`src/rtl/hazard_scoreboard_pkg.sv`:
```
// Shared types and constants for the hazard scoreboard: forwarding-select encoding
// and the default register-address width.
package hazard_scoreboard_pkg;

  localparam int REG_ADDR_W_DEF = 2;

  typedef enum logic [1:0] {
    FWD_GPR   = 2'b00,
    FWD_EXMEM = 2'b01,
    FWD_MEMWB = 2'b10,
    FWD_WB    = 2'b11
  } fwd_sel_e;

endpackage

```
`src/rtl/hazard_scoreboard_if.sv`:
```
// Pipeline-side bundle for hazard_scoreboard: master = pipeline, slave = scoreboard.
// Defining HAZARD_PERF_CNT_EN adds the o_stall_cycles / o_fwd_events counter outputs.
interface hazard_scoreboard_if
  import hazard_scoreboard_pkg::*;
#(
  parameter int REG_ADDR_W = REG_ADDR_W_DEF
`ifdef HAZARD_PERF_CNT_EN
  , parameter int CNT_W = 16
`endif
);

  logic                  i_idex_valid;
  logic [REG_ADDR_W-1:0] i_idex_rs1_addr;
  logic [REG_ADDR_W-1:0] i_idex_rs2_addr;
  logic                  i_idex_uses_rs1;
  logic                  i_idex_uses_rs2;
  logic [REG_ADDR_W-1:0] i_idex_rd_addr;
  logic                  i_idex_write;
  logic                  i_idex_is_load;
  logic                  i_exmem_write;
  logic                  i_exmem_read;
  logic [REG_ADDR_W-1:0] i_exmem_rd_addr;
  logic                  i_memwb_write;
  logic [REG_ADDR_W-1:0] i_memwb_addr;
  logic                  i_wb_write;
  logic [REG_ADDR_W-1:0] i_wb_addr;
  logic                  i_flush;
  logic [1:0]            o_muxA_select;
  logic [1:0]            o_muxB_select;
  logic                  o_pipeline_stall;
  logic                  o_stall_timeout;
`ifdef HAZARD_PERF_CNT_EN
  logic [CNT_W-1:0]      o_stall_cycles;
  logic [CNT_W-1:0]      o_fwd_events;
`endif

  modport master (
    output i_idex_valid, i_idex_rs1_addr, i_idex_rs2_addr, i_idex_uses_rs1, i_idex_uses_rs2,
           i_idex_rd_addr, i_idex_write, i_idex_is_load, i_exmem_write, i_exmem_read,
           i_exmem_rd_addr, i_memwb_write, i_memwb_addr, i_wb_write, i_wb_addr, i_flush,
    input  o_muxA_select, o_muxB_select, o_pipeline_stall, o_stall_timeout
`ifdef HAZARD_PERF_CNT_EN
    , input o_stall_cycles, o_fwd_events
`endif
  );

  modport slave (
    input  i_idex_valid, i_idex_rs1_addr, i_idex_rs2_addr, i_idex_uses_rs1, i_idex_uses_rs2,
           i_idex_rd_addr, i_idex_write, i_idex_is_load, i_exmem_write, i_exmem_read,
           i_exmem_rd_addr, i_memwb_write, i_memwb_addr, i_wb_write, i_wb_addr, i_flush,
    output o_muxA_select, o_muxB_select, o_pipeline_stall, o_stall_timeout
`ifdef HAZARD_PERF_CNT_EN
    , output o_stall_cycles, o_fwd_events
`endif
  );

endinterface

```
`src/rtl/hazard_fwd_sel.sv`:
```
// Per-operand forwarding priority selector: youngest forwardable producer wins
// (EX/MEM ALU result, then MEM/WB, then WB, else register file).
module hazard_fwd_sel
  import hazard_scoreboard_pkg::*;
#(
  parameter int REG_ADDR_W = REG_ADDR_W_DEF
) (
  input  logic                  uses_i,
  input  logic [REG_ADDR_W-1:0] src_addr_i,
  input  logic                  exmem_write_i,
  input  logic                  exmem_read_i,
  input  logic [REG_ADDR_W-1:0] exmem_rd_addr_i,
  input  logic                  memwb_write_i,
  input  logic [REG_ADDR_W-1:0] memwb_addr_i,
  input  logic                  wb_write_i,
  input  logic [REG_ADDR_W-1:0] wb_addr_i,
  output fwd_sel_e              sel_o
);

  always_comb begin
    // NOTE: default assignment first so every path drives sel_o and no latch is inferred.
    sel_o = FWD_GPR;
    if (uses_i) begin
      // A load sitting in EX/MEM has no data yet; the scoreboard stall covers that case.
      if (exmem_write_i && !exmem_read_i && exmem_rd_addr_i == src_addr_i) begin
        sel_o = FWD_EXMEM;
      end else if (memwb_write_i && memwb_addr_i == src_addr_i) begin
        sel_o = FWD_MEMWB;
      end else if (wb_write_i && wb_addr_i == src_addr_i) begin
        sel_o = FWD_WB;
      end
    end
  end

endmodule

```
`src/rtl/hazard_scoreboard.sv`:
```
// RAW hazard unit with per-register load scoreboard, operand forwarding and stall watchdog.
// Defining HAZARD_PERF_CNT_EN adds saturating stall-cycle and forward-event counters.
module hazard_scoreboard
  import hazard_scoreboard_pkg::*;
#(
  parameter int REG_ADDR_W = REG_ADDR_W_DEF,
  parameter int MEM_LAT    = 1,
  parameter int STALL_MAX  = 15,
  parameter int STALL_W    = 4
`ifdef HAZARD_PERF_CNT_EN
  , parameter int CNT_W    = 16
`endif
) (
  input logic               i_clk,
  input logic               i_rst,
  hazard_scoreboard_if.slave bus
);

  localparam int               NUM_REGS  = 2 ** REG_ADDR_W;
  localparam logic [2:0]       LAT_INIT  = 3'(MEM_LAT);
  localparam logic [STALL_W-1:0] STALL_LIM = STALL_W'(STALL_MAX);

  logic [NUM_REGS-1:0] busy_q, busy_d;
  logic [2:0]          cnt_q [NUM_REGS];
  logic [2:0]          cnt_d [NUM_REGS];
  logic [STALL_W-1:0]  stall_cnt_q, stall_cnt_d;
  logic                timeout_q, timeout_d;
  logic                stall, issue;
  fwd_sel_e            sel_a, sel_b;

  assign stall = bus.i_idex_valid && !bus.i_flush &&
                 ((bus.i_idex_uses_rs1 && busy_q[bus.i_idex_rs1_addr]) ||
                  (bus.i_idex_uses_rs2 && busy_q[bus.i_idex_rs2_addr]));
  assign issue = bus.i_idex_valid && !bus.i_flush && !stall;

  // Issue overrides countdown for its rd; every other busy entry ticks down, even while stalled.
  always_comb begin
    busy_d = busy_q;
    cnt_d  = cnt_q;
    for (int r = 0; r < NUM_REGS; r++) begin
      if (issue && bus.i_idex_write && int'(bus.i_idex_rd_addr) == r) begin
        busy_d[r] = bus.i_idex_is_load;
        cnt_d[r]  = bus.i_idex_is_load ? LAT_INIT : 3'd0;
      end else if (busy_q[r]) begin
        cnt_d[r] = cnt_q[r] - 3'd1;
        if (cnt_q[r] == 3'd1) busy_d[r] = 1'b0;
      end
    end
  end

  always_comb begin
    stall_cnt_d = '0;
    if (stall) begin
      stall_cnt_d = (stall_cnt_q == '1) ? stall_cnt_q : stall_cnt_q + STALL_W'(1);
    end
    timeout_d = timeout_q || (stall_cnt_d >= STALL_LIM);
  end

  // NOTE: sequential state uses non-blocking assignments so all flops update from pre-edge values.
  always_ff @(posedge i_clk or posedge i_rst) begin
    if (i_rst) begin
      busy_q      <= '0;
      cnt_q       <= '{default: '0};
      stall_cnt_q <= '0;
      timeout_q   <= 1'b0;
    end else begin
      busy_q      <= busy_d;
      cnt_q       <= cnt_d;
      stall_cnt_q <= stall_cnt_d;
      timeout_q   <= timeout_d;
    end
  end

  hazard_fwd_sel #(.REG_ADDR_W(REG_ADDR_W)) u_fwd_a (
    .uses_i          (bus.i_idex_uses_rs1),
    .src_addr_i      (bus.i_idex_rs1_addr),
    .exmem_write_i   (bus.i_exmem_write),
    .exmem_read_i    (bus.i_exmem_read),
    .exmem_rd_addr_i (bus.i_exmem_rd_addr),
    .memwb_write_i   (bus.i_memwb_write),
    .memwb_addr_i    (bus.i_memwb_addr),
    .wb_write_i      (bus.i_wb_write),
    .wb_addr_i       (bus.i_wb_addr),
    .sel_o           (sel_a)
  );

  hazard_fwd_sel #(.REG_ADDR_W(REG_ADDR_W)) u_fwd_b (
    .uses_i          (bus.i_idex_uses_rs2),
    .src_addr_i      (bus.i_idex_rs2_addr),
    .exmem_write_i   (bus.i_exmem_write),
    .exmem_read_i    (bus.i_exmem_read),
    .exmem_rd_addr_i (bus.i_exmem_rd_addr),
    .memwb_write_i   (bus.i_memwb_write),
    .memwb_addr_i    (bus.i_memwb_addr),
    .wb_write_i      (bus.i_wb_write),
    .wb_addr_i       (bus.i_wb_addr),
    .sel_o           (sel_b)
  );

  assign bus.o_muxA_select    = sel_a;
  assign bus.o_muxB_select    = sel_b;
  assign bus.o_pipeline_stall = stall;
  assign bus.o_stall_timeout  = timeout_q;

`ifdef HAZARD_PERF_CNT_EN
  logic [CNT_W-1:0] stall_cycles_q, fwd_events_q;
  logic             fwd_event;

  assign fwd_event = bus.i_idex_valid && !stall && (sel_a != FWD_GPR || sel_b != FWD_GPR);

  always_ff @(posedge i_clk or posedge i_rst) begin
    if (i_rst) begin
      stall_cycles_q <= '0;
      fwd_events_q   <= '0;
    end else begin
      if (stall && stall_cycles_q != '1) stall_cycles_q <= stall_cycles_q + CNT_W'(1);
      if (fwd_event && fwd_events_q != '1) fwd_events_q <= fwd_events_q + CNT_W'(1);
    end
  end

  assign bus.o_stall_cycles = stall_cycles_q;
  assign bus.o_fwd_events   = fwd_events_q;
`endif

endmodule

```
`src/flat_wrapper.sv`:
```
// flat-port wrapper written by rule: the top's interface ports become plain ports
module hazard_scoreboard_flat import hazard_scoreboard_pkg::*;
#(
  parameter int REG_ADDR_W = REG_ADDR_W_DEF,
  parameter int MEM_LAT    = 1,
  parameter int STALL_MAX  = 15,
  parameter int STALL_W    = 4

)
  (i_clk, i_rst, bus_i_idex_valid, bus_i_idex_rs1_addr, bus_i_idex_rs2_addr, bus_i_idex_uses_rs1, bus_i_idex_uses_rs2, bus_i_idex_rd_addr, bus_i_idex_write, bus_i_idex_is_load, bus_i_exmem_write, bus_i_exmem_read, bus_i_exmem_rd_addr, bus_i_memwb_write, bus_i_memwb_addr, bus_i_wb_write, bus_i_wb_addr, bus_i_flush, bus_o_muxA_select, bus_o_muxB_select, bus_o_pipeline_stall, bus_o_stall_timeout);
  hazard_scoreboard_if #(.REG_ADDR_W(REG_ADDR_W)) bus_i ();
  input logic i_clk;
  input logic i_rst;
  input wire logic [$bits(bus_i.i_idex_valid)-1:0] bus_i_idex_valid;
  input wire logic [$bits(bus_i.i_idex_rs1_addr)-1:0] bus_i_idex_rs1_addr;
  input wire logic [$bits(bus_i.i_idex_rs2_addr)-1:0] bus_i_idex_rs2_addr;
  input wire logic [$bits(bus_i.i_idex_uses_rs1)-1:0] bus_i_idex_uses_rs1;
  input wire logic [$bits(bus_i.i_idex_uses_rs2)-1:0] bus_i_idex_uses_rs2;
  input wire logic [$bits(bus_i.i_idex_rd_addr)-1:0] bus_i_idex_rd_addr;
  input wire logic [$bits(bus_i.i_idex_write)-1:0] bus_i_idex_write;
  input wire logic [$bits(bus_i.i_idex_is_load)-1:0] bus_i_idex_is_load;
  input wire logic [$bits(bus_i.i_exmem_write)-1:0] bus_i_exmem_write;
  input wire logic [$bits(bus_i.i_exmem_read)-1:0] bus_i_exmem_read;
  input wire logic [$bits(bus_i.i_exmem_rd_addr)-1:0] bus_i_exmem_rd_addr;
  input wire logic [$bits(bus_i.i_memwb_write)-1:0] bus_i_memwb_write;
  input wire logic [$bits(bus_i.i_memwb_addr)-1:0] bus_i_memwb_addr;
  input wire logic [$bits(bus_i.i_wb_write)-1:0] bus_i_wb_write;
  input wire logic [$bits(bus_i.i_wb_addr)-1:0] bus_i_wb_addr;
  input wire logic [$bits(bus_i.i_flush)-1:0] bus_i_flush;
  output wire logic [$bits(bus_i.o_muxA_select)-1:0] bus_o_muxA_select;
  output wire logic [$bits(bus_i.o_muxB_select)-1:0] bus_o_muxB_select;
  output wire logic [$bits(bus_i.o_pipeline_stall)-1:0] bus_o_pipeline_stall;
  output wire logic [$bits(bus_i.o_stall_timeout)-1:0] bus_o_stall_timeout;
  assign bus_i.i_idex_valid = bus_i_idex_valid;
  assign bus_i.i_idex_rs1_addr = bus_i_idex_rs1_addr;
  assign bus_i.i_idex_rs2_addr = bus_i_idex_rs2_addr;
  assign bus_i.i_idex_uses_rs1 = bus_i_idex_uses_rs1;
  assign bus_i.i_idex_uses_rs2 = bus_i_idex_uses_rs2;
  assign bus_i.i_idex_rd_addr = bus_i_idex_rd_addr;
  assign bus_i.i_idex_write = bus_i_idex_write;
  assign bus_i.i_idex_is_load = bus_i_idex_is_load;
  assign bus_i.i_exmem_write = bus_i_exmem_write;
  assign bus_i.i_exmem_read = bus_i_exmem_read;
  assign bus_i.i_exmem_rd_addr = bus_i_exmem_rd_addr;
  assign bus_i.i_memwb_write = bus_i_memwb_write;
  assign bus_i.i_memwb_addr = bus_i_memwb_addr;
  assign bus_i.i_wb_write = bus_i_wb_write;
  assign bus_i.i_wb_addr = bus_i_wb_addr;
  assign bus_i.i_flush = bus_i_flush;
  assign bus_o_muxA_select = bus_i.o_muxA_select;
  assign bus_o_muxB_select = bus_i.o_muxB_select;
  assign bus_o_pipeline_stall = bus_i.o_pipeline_stall;
  assign bus_o_stall_timeout = bus_i.o_stall_timeout;
  hazard_scoreboard #(.REG_ADDR_W(REG_ADDR_W), .MEM_LAT(MEM_LAT), .STALL_MAX(STALL_MAX), .STALL_W(STALL_W)) u_core (.i_clk(i_clk), .i_rst(i_rst), .bus(bus_i));
endmodule
```
`config.mk`:
```
export PLATFORM = sky130hd
export DESIGN_NAME = hazard_scoreboard_flat
export DESIGN_NICKNAME = d
export VERILOG_FILES = /design/src/rtl/hazard_scoreboard_pkg.sv /design/src/rtl/hazard_scoreboard_if.sv /design/src/rtl/hazard_fwd_sel.sv /design/src/rtl/hazard_scoreboard.sv /design/src/flat_wrapper.sv
export SDC_FILE = /design/constraint.sdc
export NUM_CORES = 1
export LEC_CHECK = 0
export CELL_PAD_IN_SITES_DETAIL_PLACEMENT = 1
export CELL_PAD_IN_SITES_GLOBAL_PLACEMENT = 1
export CORE_ASPECT_RATIO = 0.75
export CORE_MARGIN = 2
export CORE_UTILIZATION = 40
export CTS_BUF_LIST = sky130_fd_sc_hd__clkbuf_8
export DETAILED_ROUTE_END_ITERATION = 8
export HOLD_SLACK_MARGIN = 0.02
export PLACE_DENSITY = 0.92
export RECOVER_POWER = 100
export SYNTH_ARGS = -nofsm -noshare
export SYNTH_HDL_FRONTEND = slang
export SYNTH_HIERARCHICAL = 1
export SYNTH_SLANG_ARGS = --single-unit
```
`constraint.sdc`:
```
create_clock -name i_clk -period 1.9 [get_ports i_clk]
set_input_delay 0.475 -clock i_clk [delete_from_list [all_inputs] [get_ports i_clk]]
set_output_delay 0.475 -clock i_clk [all_outputs]
set_load 0.02 [all_outputs]
```
==> results of run 1 <==
==> per-stage QoR <==
stage               TNS (ns)  power [uW]
finish                -0.378        2080
global route          -0.807        2270
CTS                   -0.221        2050
detailed placement    -14.16        1720
global placement      -12.50        1590
floorplan                  0        1300
==> what timing repair did <==
action                                  in CTS  in global routing
buffers inserted                             1                  2
hold buffers                                 0                  0
endpoints found under the setup margin      22                 16
gates resized for setup                     94                 31
pin swaps                                   16                 16
==> metal layers <==
layer,track usage,part of all wire,wire [um],up-vias
met2,0.439,0.53,2530,36
met1,0.267,0.41,1950,688
met5,0,0,0,-
met3,0.0247,0.033,161,15
li1,-,-,-,667
met4,0.0893,0.034,165,0
==> critical path, cell delays in order, from the launching register on <==
cell and delay [ns]:
dfrtp_1 0.42, mux2_4 0.28, a22oi_1 0.19, and3_1 0.23, nor2_2 0.05, buf_6 0.13
==> power by group <==
part | total [uW] | internal [uW] | switching, uW
Combinational | 1040 | 507 | 533
Sequential | 756 | 622 | 134
Clock | 289 | 146 | 143
==> sequential cells by signal (all words and copies together), names as in the netlist <==
register                    count
u_core/cnt_q                   12
u_core/busy_q                   4
u_core/stall_cnt_q              4
u_core/bus.o_stall_timeout      1
==> worst min path at each step <==
stage                                         startpoint                                   end  cells after the start
floorplan                                          i_rst  u_core/bus.o_stall_timeout$_DFF_PP0_                      1
global placement    u_core/bus.o_stall_timeout$_DFF_PP0_  u_core/bus.o_stall_timeout$_DFF_PP0_                      2
detailed placement  u_core/bus.o_stall_timeout$_DFF_PP0_  u_core/bus.o_stall_timeout$_DFF_PP0_                      2
CTS                                                i_rst           u_core/cnt_q[7]$_DFFE_PP0P_                      3
global route        u_core/bus.o_stall_timeout$_DFF_PP0_  u_core/bus.o_stall_timeout$_DFF_PP0_                      2
finish              u_core/bus.o_stall_timeout$_DFF_PP0_  u_core/bus.o_stall_timeout$_DFF_PP0_                      2
==> cells in the mapped netlist, drive strengths merged, types with 3 or more instances <==
cell / n / area [sq um]
dfrtp: 21 / 526
inv: 19 / 71.3
nand2: 13 / 53.8
xnor2: 13 / 114
mux2i: 10 / 100
a21oi: 9 / 45.0
ha: 9 / 113
o21ai: 9 / 45.0
xor2: 8 / 70.1
nand3: 7 / 35.0
a311oi: 4 / 35.0
mux2: 4 / 45.0
nor3: 3 / 15.0
==> logic make-up after synthesis <==
| group | Yosys count | share of synthesized area |
|---|---|---|
| AO/OA/AOI/OAI | 32 | 0.137 |
| XOR/XNOR | 21 | 0.123 |
| adder cells (fa/ha/maj) | 9 | 0.0752 |
| buffers and inverters | 22 | 0.0576 |
| flip-flops | 21 | 0.351 |
| multiplexers | 14 | 0.0969 |
| AND/OR/NAND/NOR | 40 | 0.160 |
==> area by class of cell <==
type	count	area, sq um	share of cell area
Clock buffer	3	41.3	0.0183
Inverter	19	71.3	0.0316
Sequential cell	21	526	0.233
Multi-Input combinational cell	116	1080	0.477
Clock inverter	1	5.00	0.00221
Timing Repair Buffer	55	474	0.210
Tap cell	52	65.1	0.0288
==> impl_summary.md, run 1 <==
Outcome
The run finished, with violations left. The checks that failed: setup timing.

Placed design
In this run the cell area measured after placement is 2010 sq um. OpenSTA, run right after detailed placement, puts the worst setup slack at -0.960 ns. The number of placed cells counting well taps is 260.

The count of port buffers added during placement is 29. The last weighted congestion value of the routability-driven placer is 0.747. The half-perimeter wire length after detailed placement is 3450 um.

Finish
Leaving out fill and tap cells, the most frequent cell in the layout is buf_4. The final layout net count is 249. The number of inserted diodes is 0.

The number of filler instances in the final layout is 416. In the layout the commonest cells are buf_4, dfrtp_1, inv_1. Summing all non-filler instances in the final layout gives an area of 2260 sq um. The count of cells in the finished layout, fillers not included, comes to 267. In the final layout, the share of cells above drive strength 1 is 0.340. At the end of the flow the core is filled with cells to 0.625. The signed area change from the synthesized netlist to the final layout is 50.9%.

Synth
The synthesized netlist cell count is 159. Yosys printed 6 warnings. Summing every instance area after synthesis gives 1500 sq um.

The number of nets produced by synthesis is 192. Synthesis instantiated 36 different standard cells from the library. The number of enable flip-flop cells after synthesis is 0. Synthesis inferred 21 register bits. The share of flip-flops with an asynchronous set or reset after synthesis is 1.00. The most used flip-flop cell after synthesis is dfrtp_1. The proportion of synthesized chip area in sequential cells is 0.351.

The mean cell area of the mapped netlist is 9.42 sq um.

Drt
The detail route stage leaves a number of antenna-violating nets equal to 0. After detailed routing, the total wire length is 4810 um. After detailed routing, the average wire length per cell comes to 18.0 um. The via count is 1406. The average vias per placed instance is 5.27. The remaining design rule violation count is 0.

The first-pass iteration count of the detailed router is 4. The number of DRC markers after the initial detailed-route iteration is 41.

Die
Pin placement for this block handled 30 I/O pins. The core footprint is 3610 sq um. The initial utilization of the core area, before any placement, comes to 0.414. The die area is 4250 sq um. The die width is 74.7 um. The number of rows in the core area is 19. The die is 57.0 um tall.

Clock network
Clock-pin slew was measured on the worst setup and hold paths at 0.07 ns. The CTS sink count is 21. TritonCTS built the clock tree. The TritonCTS buffer count is 3. The buffer depth of the longest clock path is 2. The number of H-tree branching levels is 1. In this run the clock root is driven by a clkbuf_8. The clock reaches the later pin of the worst-skew pair after 0.26 ns.

Timing
The slew at the pin closest to its max-slew limit is 1.16 ns. The worst pin sits at a relative slew slack of 0.230. The maximum operating frequency is 0.492 GHz. The number of hold-slack violations in the final timing report is 0. Setup repair after global routing could not meet its margin everywhere.

The share of the cycle needed by the critical path after routing is 1.07. The number of setup violations in the final report is 9. The worst-case hold slack is 0.531 ns.

In the post-route analysis, the smallest setup slack over all paths is -0.132 ns. The smallest clock period supported by the final layout is computed as 2.03 ns. The clock arrives with 0.00256 ns of skew. The final number of max-transition violations was 0.

Power and ir drop
The leakage component of the power is 0.00105 uW. Across the VDD grid, the largest voltage drop is 0.744 mV. The ratio of total power to cell area is 922 nW/um^2.

Global route
The first global-routing pass estimated 7390 um of wire. The overall fraction of global-route tracks in use is 0.233. For this run the aggregate overflow at the end of global routing stands at 0.

The via count of the first global-routing pass was 1579. The number of antenna violations at the first check in global routing is 0. Entering global routing, the biggest net connects 22 pins.

Critical path
The startpoint identified for the worst register-to-register timing path is u_core/busy_q[3]$_DFF_PP0_. The worst setup path is launched from a flop. In this run the register-to-register setup slack is 0.05 ns.

The number of cells on the worst reg-to-reg path is 5. The endpoint identified for the worst register-to-register timing path is u_core/busy_q[3]$_DFF_PP0_. The critical path ends at bus_o_pipeline_stall. The beginning of the critical path is u_core/busy_q[3]$_DFF_PP0_.

STA puts the critical path data arrival time at 1.56 ns. The required time of the critical path is 1.42 ns. The category of the most critical setup path is flop to output pin.

Along the worst path, the maximum fanout reaches 3. The worst setup path is captured at an output pin.

Min path
The class of the tightest hold or removal check is flop to flop.

Flow run
Max-cap violations in this run came to 0.
Power figures use the tool's default switching activity.
==> run 2, diff against run 1 <==
--- a/config.mk
+++ b/config.mk
@@ -8,13 +8,13 @@
 export CELL_PAD_IN_SITES_DETAIL_PLACEMENT = 1
 export CELL_PAD_IN_SITES_GLOBAL_PLACEMENT = 1
 export CORE_ASPECT_RATIO = 0.75
-export CORE_MARGIN = 2
 export CORE_UTILIZATION = 40
 export CTS_BUF_LIST = sky130_fd_sc_hd__clkbuf_8
 export DETAILED_ROUTE_END_ITERATION = 8
 export HOLD_SLACK_MARGIN = 0.02
-export PLACE_DENSITY = 0.92
+export PLACE_DENSITY_LB_ADDON = 0.1
 export RECOVER_POWER = 100
+export SLEW_MARGIN = 20
 export SYNTH_ARGS = -nofsm -noshare
 export SYNTH_HDL_FRONTEND = slang
 export SYNTH_HIERARCHICAL = 1
==> run 2 against run 1 <==
  * The flow still finishes with violations (setup timing)
  * Largest power group unchanged
  * Sequential share of layout area decreased by 1.2 points
  * Total power rose by 8.6%
  * Core utilization is 6.9 points higher
  * Critical path depth unchanged
  * Clock-buffer cell count is the same
  * Register-to-register slack got worse by 0.11 ns
==> impl_summary.md, run 2 (synthesized netlist as in run 1, its figures left out) <==
Timing
Timing would allow up to 0.493 GHz. Setup slack on the critical path of the routed design comes to -0.128 ns. The number of hold-slack violations in the final timing report is 0. The worst clock skew is 0.00900 ns. In the finished design, the share of the clock period the worst path needs comes to 1.07.

Counting I/O delays and the setup requirement, the final critical path takes 2.03 ns. The remaining max-slew budget at the tightest pin is 0.627. Setup violations remaining at the end of the flow were counted as 14. Setup repair after global routing could not meet its margin everywhere. The final number of max-transition violations is 0. The slew at the pin closest to its max-slew limit is 0.559 ns.

Placed design
Routability-driven placement finished with a final weighted congestion of 0.729. The half-perimeter wire length after detailed placement is 3230 um. The count of port buffers added during placement is 29.

Clock network
The CTS sink count is 21. After clock tree synthesis, the clock-pin slew on the worst setup and hold paths is 0.08 ns. In this run the number of H-tree levels came out at 1. CTS placed an instance of clkbuf_8 at the clock tree root. TritonCTS built the clock tree. The source-to-sink clock delay at the later pin of the worst-skew pair is 0.27 ns. The buffer depth of the longest clock path is 2.

In this run, post-CTS hold repair placed 0 buffers. The TritonCTS buffer count is 3.

Finish
0 antenna diodes ended up in the layout. Summing all multi-input logic gate instances after layout gives 1140 sq um. The register ranked first by flip-flop count is u_core/cnt_q. Of the cells placed in the final design, the portion with a size suffix greater than 1 is 0.386. The register cell area after layout is 526 sq um. Measured on the finished design, the core utilization comes to 0.694.

In the layout the commonest cells are buf_4, dfrtp_1, inv_1. The most common library cell in the layout ignoring fill and taps is buf_4. The register with the most flip-flops in the layout has 12 of them. The largest registers in the layout are u_core/cnt_q (12), u_core/busy_q (4), u_core/stall_cnt_q (4). The net count of the finished layout is 254. After filler insertion, the fill cell instance count of the layout stands at 372. The signed area change from the synthesized netlist to the final layout is 58.7%.

Drt
In the detailed route, the total length drawn on met2 is 2990 um. The routed design uses 272 um of met3 wire. The number of nets still failing antenna checks after routing is 0. Before antenna repair, the detailed router went through 4 iterations.

The routed metal-1 wirelength is 2440 um. The remaining design rule violation count is 0. The highest metal layer carrying signal wires in the routed design is met4. The average vias per placed instance is 5.52. Across all layers, the routed design uses 1490 vias. For this block, the initial DRC count from the detailed router was 87. The final routed wire length divided by cell count is 21.6 um. The total detailed-routing wirelength is 5840 um.

Critical path
The number of cells on the worst reg-to-reg path is 6. By startpoint and endpoint, the worst setup path is classified as flop to output pin. The data arrival time of the critical path is 1.55 ns. The most critical setup path has its endpoint at bus_o_pipeline_stall. The maximum fanout count along the critical path is 3. The launch point of the worst reg-to-reg path is u_core/busy_q[1]$_DFF_PP0_. The endpoint of the worst-slack reg-to-reg timing path is u_core/busy_q[2]$_DFF_PP0_.

The kind of end point of the critical path is an output pin. The required time of the critical path is 1.42 ns. The startpoint class of the critical path is a flop. The worst register-to-register path has a setup slack of -0.06 ns. The critical path starts at u_core/busy_q[0]$_DFF_PP0_.

Power and ir drop
The leakage component of the power is 0.00113 uW. Overall power consumption after layout is estimated at 2260 uW. VDD sags by at most 0.600 mV. Dividing total power by cell area gives a power density of 952 nW/um^2.

Outcome
The run finished, with violations left. The final reports fail on setup timing.

Die
The die covers 4000 sq um. The core footprint is 3420 sq um. Row generation in the floorplan step produced 18 rows.

During I/O placement, the number of pins put on the boundary was 30. The initial standard-cell utilization of the core is 0.437. Measured along the y axis, the die boundary spans 55.0 um. The die width is 72.7 um.

Global route
Entering global routing, the biggest net connects 22 pins. The overall fraction of global-route tracks in use is 0.251. The number of antenna violations at the first check in global routing is 0. The total grt overflow is 0. The via count of the first global-routing pass is 1550. The first global-routing pass estimated 7390 um of wire.

Flow run
Max-cap violations in this run came to 0.

Min path
The class of the tightest hold or removal check is flop to flop. The cell depth of the worst hold path is 2.
-- run 2: layout make-up --
| cell class | count | share of cell area |
|---|---|---|
| clock inverters | 1 | 0.00211 |
| well taps | 50 | 0.0263 |
| flip-flops and latches | 21 | 0.221 |
| multi-input cells | 116 | 0.480 |
| clock buffers | 3 | 0.0174 |
| inverters | 19 | 0.0300 |
| repair buffers | 60 | 0.223 |
-- run 2: worst min-delay path by stage --
stage                     slack (ns)                                 start                                    to
after global placement          0.45  u_core/bus.o_stall_timeout$_DFF_PP0_  u_core/bus.o_stall_timeout$_DFF_PP0_
after floorplan                 0.45                                 i_rst  u_core/bus.o_stall_timeout$_DFF_PP0_
after CTS                       0.50  u_core/bus.o_stall_timeout$_DFF_PP0_  u_core/bus.o_stall_timeout$_DFF_PP0_
final                           0.49  u_core/bus.o_stall_timeout$_DFF_PP0_  u_core/bus.o_stall_timeout$_DFF_PP0_
after detailed placement        0.47  u_core/bus.o_stall_timeout$_DFF_PP0_  u_core/bus.o_stall_timeout$_DFF_PP0_
after global routing            0.53  u_core/bus.o_stall_timeout$_DFF_PP0_  u_core/bus.o_stall_timeout$_DFF_PP0_
-- run 2: report_power, final --
| group | internal (uW) | switching (uW) |
|---|---|---|
| registers | 622 | 150 |
| logic | 566 | 622 |
| clock network | 146 | 157 |
-- run 2: metrics by stage --
stage | TNS (ns) | hold WS, ns | worst slack, ns | cell area, sq um | std cells
finish | -0.579 | 0.492 | -0.128 | 2380 | 270
global placement | -13.31 | 0.450 | -0.897 | 2020 | 259
floorplan | 0 | 0.452 | 0.0126 | 1500 | 159
detailed placement | -14.61 | 0.470 | -0.947 | 2020 | 259
CTS | -0.161 | 0.499 | -0.0614 | 2230 | 267
global route | -1.65 | 0.532 | -0.196 | 2380 | 270
-- run 2: critical path, cell delays in order, from the launching register on --
cell	delay, ns
dfrtp_1	0.42
mux2_4	0.31
a22oi_2	0.17
and3_4	0.22
nor2_2	0.05
buf_6	0.13
-- run 2: repair_timing --
item                       4_1_cts  5_1_grt
pin swaps                       19       15
setup endpoints to repair       23       13
setup buffers                    4        3
resized for setup              105       38
-- run 2: layer usage --
layer,vias to the layer above,track usage
li1,682,-
met5,-,0
met2,45,0.453
met4,0,0.0556
met1,750,0.306
met3,13,0.0670
==> run 3, diff against run 2 <==
--- a/config.mk
+++ b/config.mk
@@ -19,3 +19,4 @@
 export SYNTH_HDL_FRONTEND = slang
 export SYNTH_HIERARCHICAL = 1
 export SYNTH_SLANG_ARGS = --single-unit
+export TNS_END_PERCENT = 20
==> run 3 against run 2 <==
  * The flow still finishes with violations (setup timing)
  * Core utilization fell by 2.4 points
  * Final cell count fell by 0.74%
  * Routed wire length is 12% lower
  * First-iteration DRC count shrank 38%
  * Critical path depth unchanged
  * Clock skew down 0.0016 ns
  * Register-to-register slack better by 0.05 ns
  * Highest routed layer unchanged
==> impl_summary.md, run 3 (synthesized netlist as in run 1, its figures left out) <==
Critical path
The maximum fanout count along the critical path is 3. Across all register-to-register paths, the minimum setup slack is -0.01 ns. In this run the worst setup path terminates at u_core/busy_q[0]$_DFF_PP0_. Tracing the worst setup path back leads to its startpoint at bus_i_flush. The startpoint class of the critical path is an input pin.

The endpoint of the worst-slack reg-to-reg timing path is u_core/busy_q[2]$_DFF_PP0_. STA puts the critical path data arrival time at 2.21 ns. The number of cells on the worst reg-to-reg path is 5. The category of the most critical setup path is input pin to flop. STA puts the critical path data required time at 2.07 ns.

The launch point of the worst reg-to-reg path is u_core/busy_q[3]$_DFF_PP0_. The worst setup path is captured at a flop.

Global route
Summed over all layers, the global routing overflow is 0. The via count of the first global-routing pass was 1517. The first global-routing pass estimated 7330 um of wire. The number of antenna violations at the first check in global routing is 0. Entering global routing, the biggest net connects 22 pins.

The overall fraction of global-route tracks in use is 0.248.

Min path
The class of the tightest hold or removal check is flop to flop. The worst hold path begins at u_core/bus.o_stall_timeout$_DFF_PP0_.

Clock network
No sink is reached through more buffers than the 2 on the longest clock path. TritonCTS built the clock tree. The source-to-sink clock delay at the later pin of the worst-skew pair is 0.27 ns. The TritonCTS buffer count is 3. The CTS sink count is 21. Clock-pin slew was measured on the worst setup and hold paths at 0.08 ns. The tree is rooted in a clkbuf_8. CTS built an H-tree with a depth of 1.

Finish
The signed area change from the synthesized netlist to the final layout is 53.2%. More flip-flops sit in one register than any other, and that register is u_core/cnt_q. The share of layout cells above drive strength 1 is 0.344. 0 antenna diodes ended up in the layout. The final non-filler cell area is 2290 sq um. The flip-flop count of the largest register after layout is 12. The library cell used most frequently in the layout, excluding fill and tap cells, is buf_4.

At the end of the flow the core is filled with cells to 0.670. Fill cells in the final layout number 377. The net count of the finished layout is 252.

Leaving out fill and tap cells, the most frequent cells in the layout are buf_4, dfrtp_1, inv_1. The largest registers in the layout are u_core/cnt_q (12), u_core/busy_q (4), u_core/stall_cnt_q (4).

Die
The overall die height is 55.0 um. The core footprint is 3420 sq um. Measured along the x axis, the die boundary spans 72.7 um. The number of top-level pins is 30.

The initial standard-cell utilization of the core is 0.437. The number of rows in the core area is 18. The die area is 4000 sq um.

Timing
The number of hold-slack violations in the final timing report is 0. The clock period minus worst slack is 2.04 ns. Setup slack on the critical path of the routed design comes to -0.137 ns. The remaining max-slew budget at the tightest pin is 0.635.

Setup repair after global routing could not meet its margin everywhere. Dividing the final minimum period by the clock period gives 1.07. The number of setup violations in the final report is 11. The final number of max-transition violations came to 0.

The slew at the pin closest to its max-slew limit is 0.548 ns. Derived from the worst setup path, the maximum achievable clock frequency is 0.491 GHz. The worst clock skew is 0.00736 ns.

Drt
The first-pass iteration count of the detailed router is 4. The detailed router finished its first iteration with 54 violations. Using the TritonRoute via totals, the vias-per-cell ratio works out to 5.41. The remaining design rule violation count is 0. The count of nets left with antenna violations once routing finished came out at 0.

After detailed routing, the total wire length is 5120 um. The via count is 1449. In the final routed layout, each cell accounts on average for 19.1 um.

Placed design
The half-perimeter wire length after detailed placement is 3230 um. At the end of routability-driven placement, the weighted congestion stood at 0.729. The total cell area at the placement stage is 2020 sq um. The count of port buffers added during placement is 29.

Outcome
The run finished, with violations left. The final reports fail on setup timing.

Flow run
Across the run, the number of max-cap violations was 0.

Power and ir drop
The peak supply drop is 0.635 mV. The leakage component of the power is 0.00109 uW. Power spread over the standard cell area amounts to 942 nW/um^2.
==> run 3: cell count changes in the layout (fill, tap and decap cells not counted), sizes merged <==
cell           before  now
buf                43   38
clkdlybuf4s15       0    5
clkbuf              8    5
clkdlybuf4s50       4    3
dlygate4sd2         4    5
dlygate4sd3         1    2
==> run 3: worst min-delay path by stage <==
stage | endpoint | depth (start not counted) | slack (ns)
2_1_floorplan | u_core/bus.o_stall_timeout$_DFF_PP0_ | 1 | 0.45
3_3_place_gp | u_core/bus.o_stall_timeout$_DFF_PP0_ | 2 | 0.45
3_5_place_dp | u_core/bus.o_stall_timeout$_DFF_PP0_ | 2 | 0.47
4_1_cts | u_core/bus.o_stall_timeout$_DFF_PP0_ | 2 | 0.50
5_1_grt | u_core/bus.o_stall_timeout$_DFF_PP0_ | 2 | 0.53
6_report | u_core/bus.o_stall_timeout$_DFF_PP0_ | 2 | 0.49
==> run 3: cell type report <==
type | instances | area, sq um | area share
Multi-Input combinational cell | 116 | 1080 | 0.469
Sequential cell | 21 | 526 | 0.229
Timing Repair Buffer | 58 | 512 | 0.223
Inverter | 19 | 71.3 | 0.0311
Tap cell | 50 | 62.6 | 0.0273
Clock buffer | 3 | 41.3 | 0.0180
Clock inverter | 1 | 5.00 | 0.00218
==> run 3: repair_timing <==
| action | 4_1_cts | 5_1_grt |
|---|---|---|
| hold buffers | 0 | 0 |
| gates resized for setup | 107 | 8 |
| setup buffers | 4 | 1 |
| endpoints found under the setup margin | 23 | 13 |
| pin swaps | 17 | 4 |
==> run 3: per-layer routing <==
layer / share of wire / global-route usage
met5: 0 / 0
met3: 0.048 / 0.0543
met1: 0.44 / 0.311
met4: 0.022 / 0.0327
met2: 0.49 / 0.458
==> run 3: worst max-delay path, cell delays in order <==
cell and delay (ns):
clkdlybuf4s50_1 0.44, or4bb_4 0.58, a311oi_4 0.35, nand2_2 0.12, mux2i_1 0.24
==> run 3: through the flow <==
step	cells	hold slack [ns]	total power, uW	TNS, ns	setup slack, ns
6_report	268	0.487	2160	-0.739	-0.137
4_1_cts	267	0.499	2070	-0.185	-0.0614
2_1_floorplan	159	0.452	1300	0	0.0126
3_3_place_gp	259	0.450	1610	-13.31	-0.897
5_1_grt	268	0.526	2310	-1.17	-0.147
3_5_place_dp	259	0.470	1690	-14.61	-0.947
==> run 3: power breakdown <==
group	internal (uW)	total [uW]	switching, uW
clock	146	302	156
sequential	622	760	138
combinational	527	1100	572
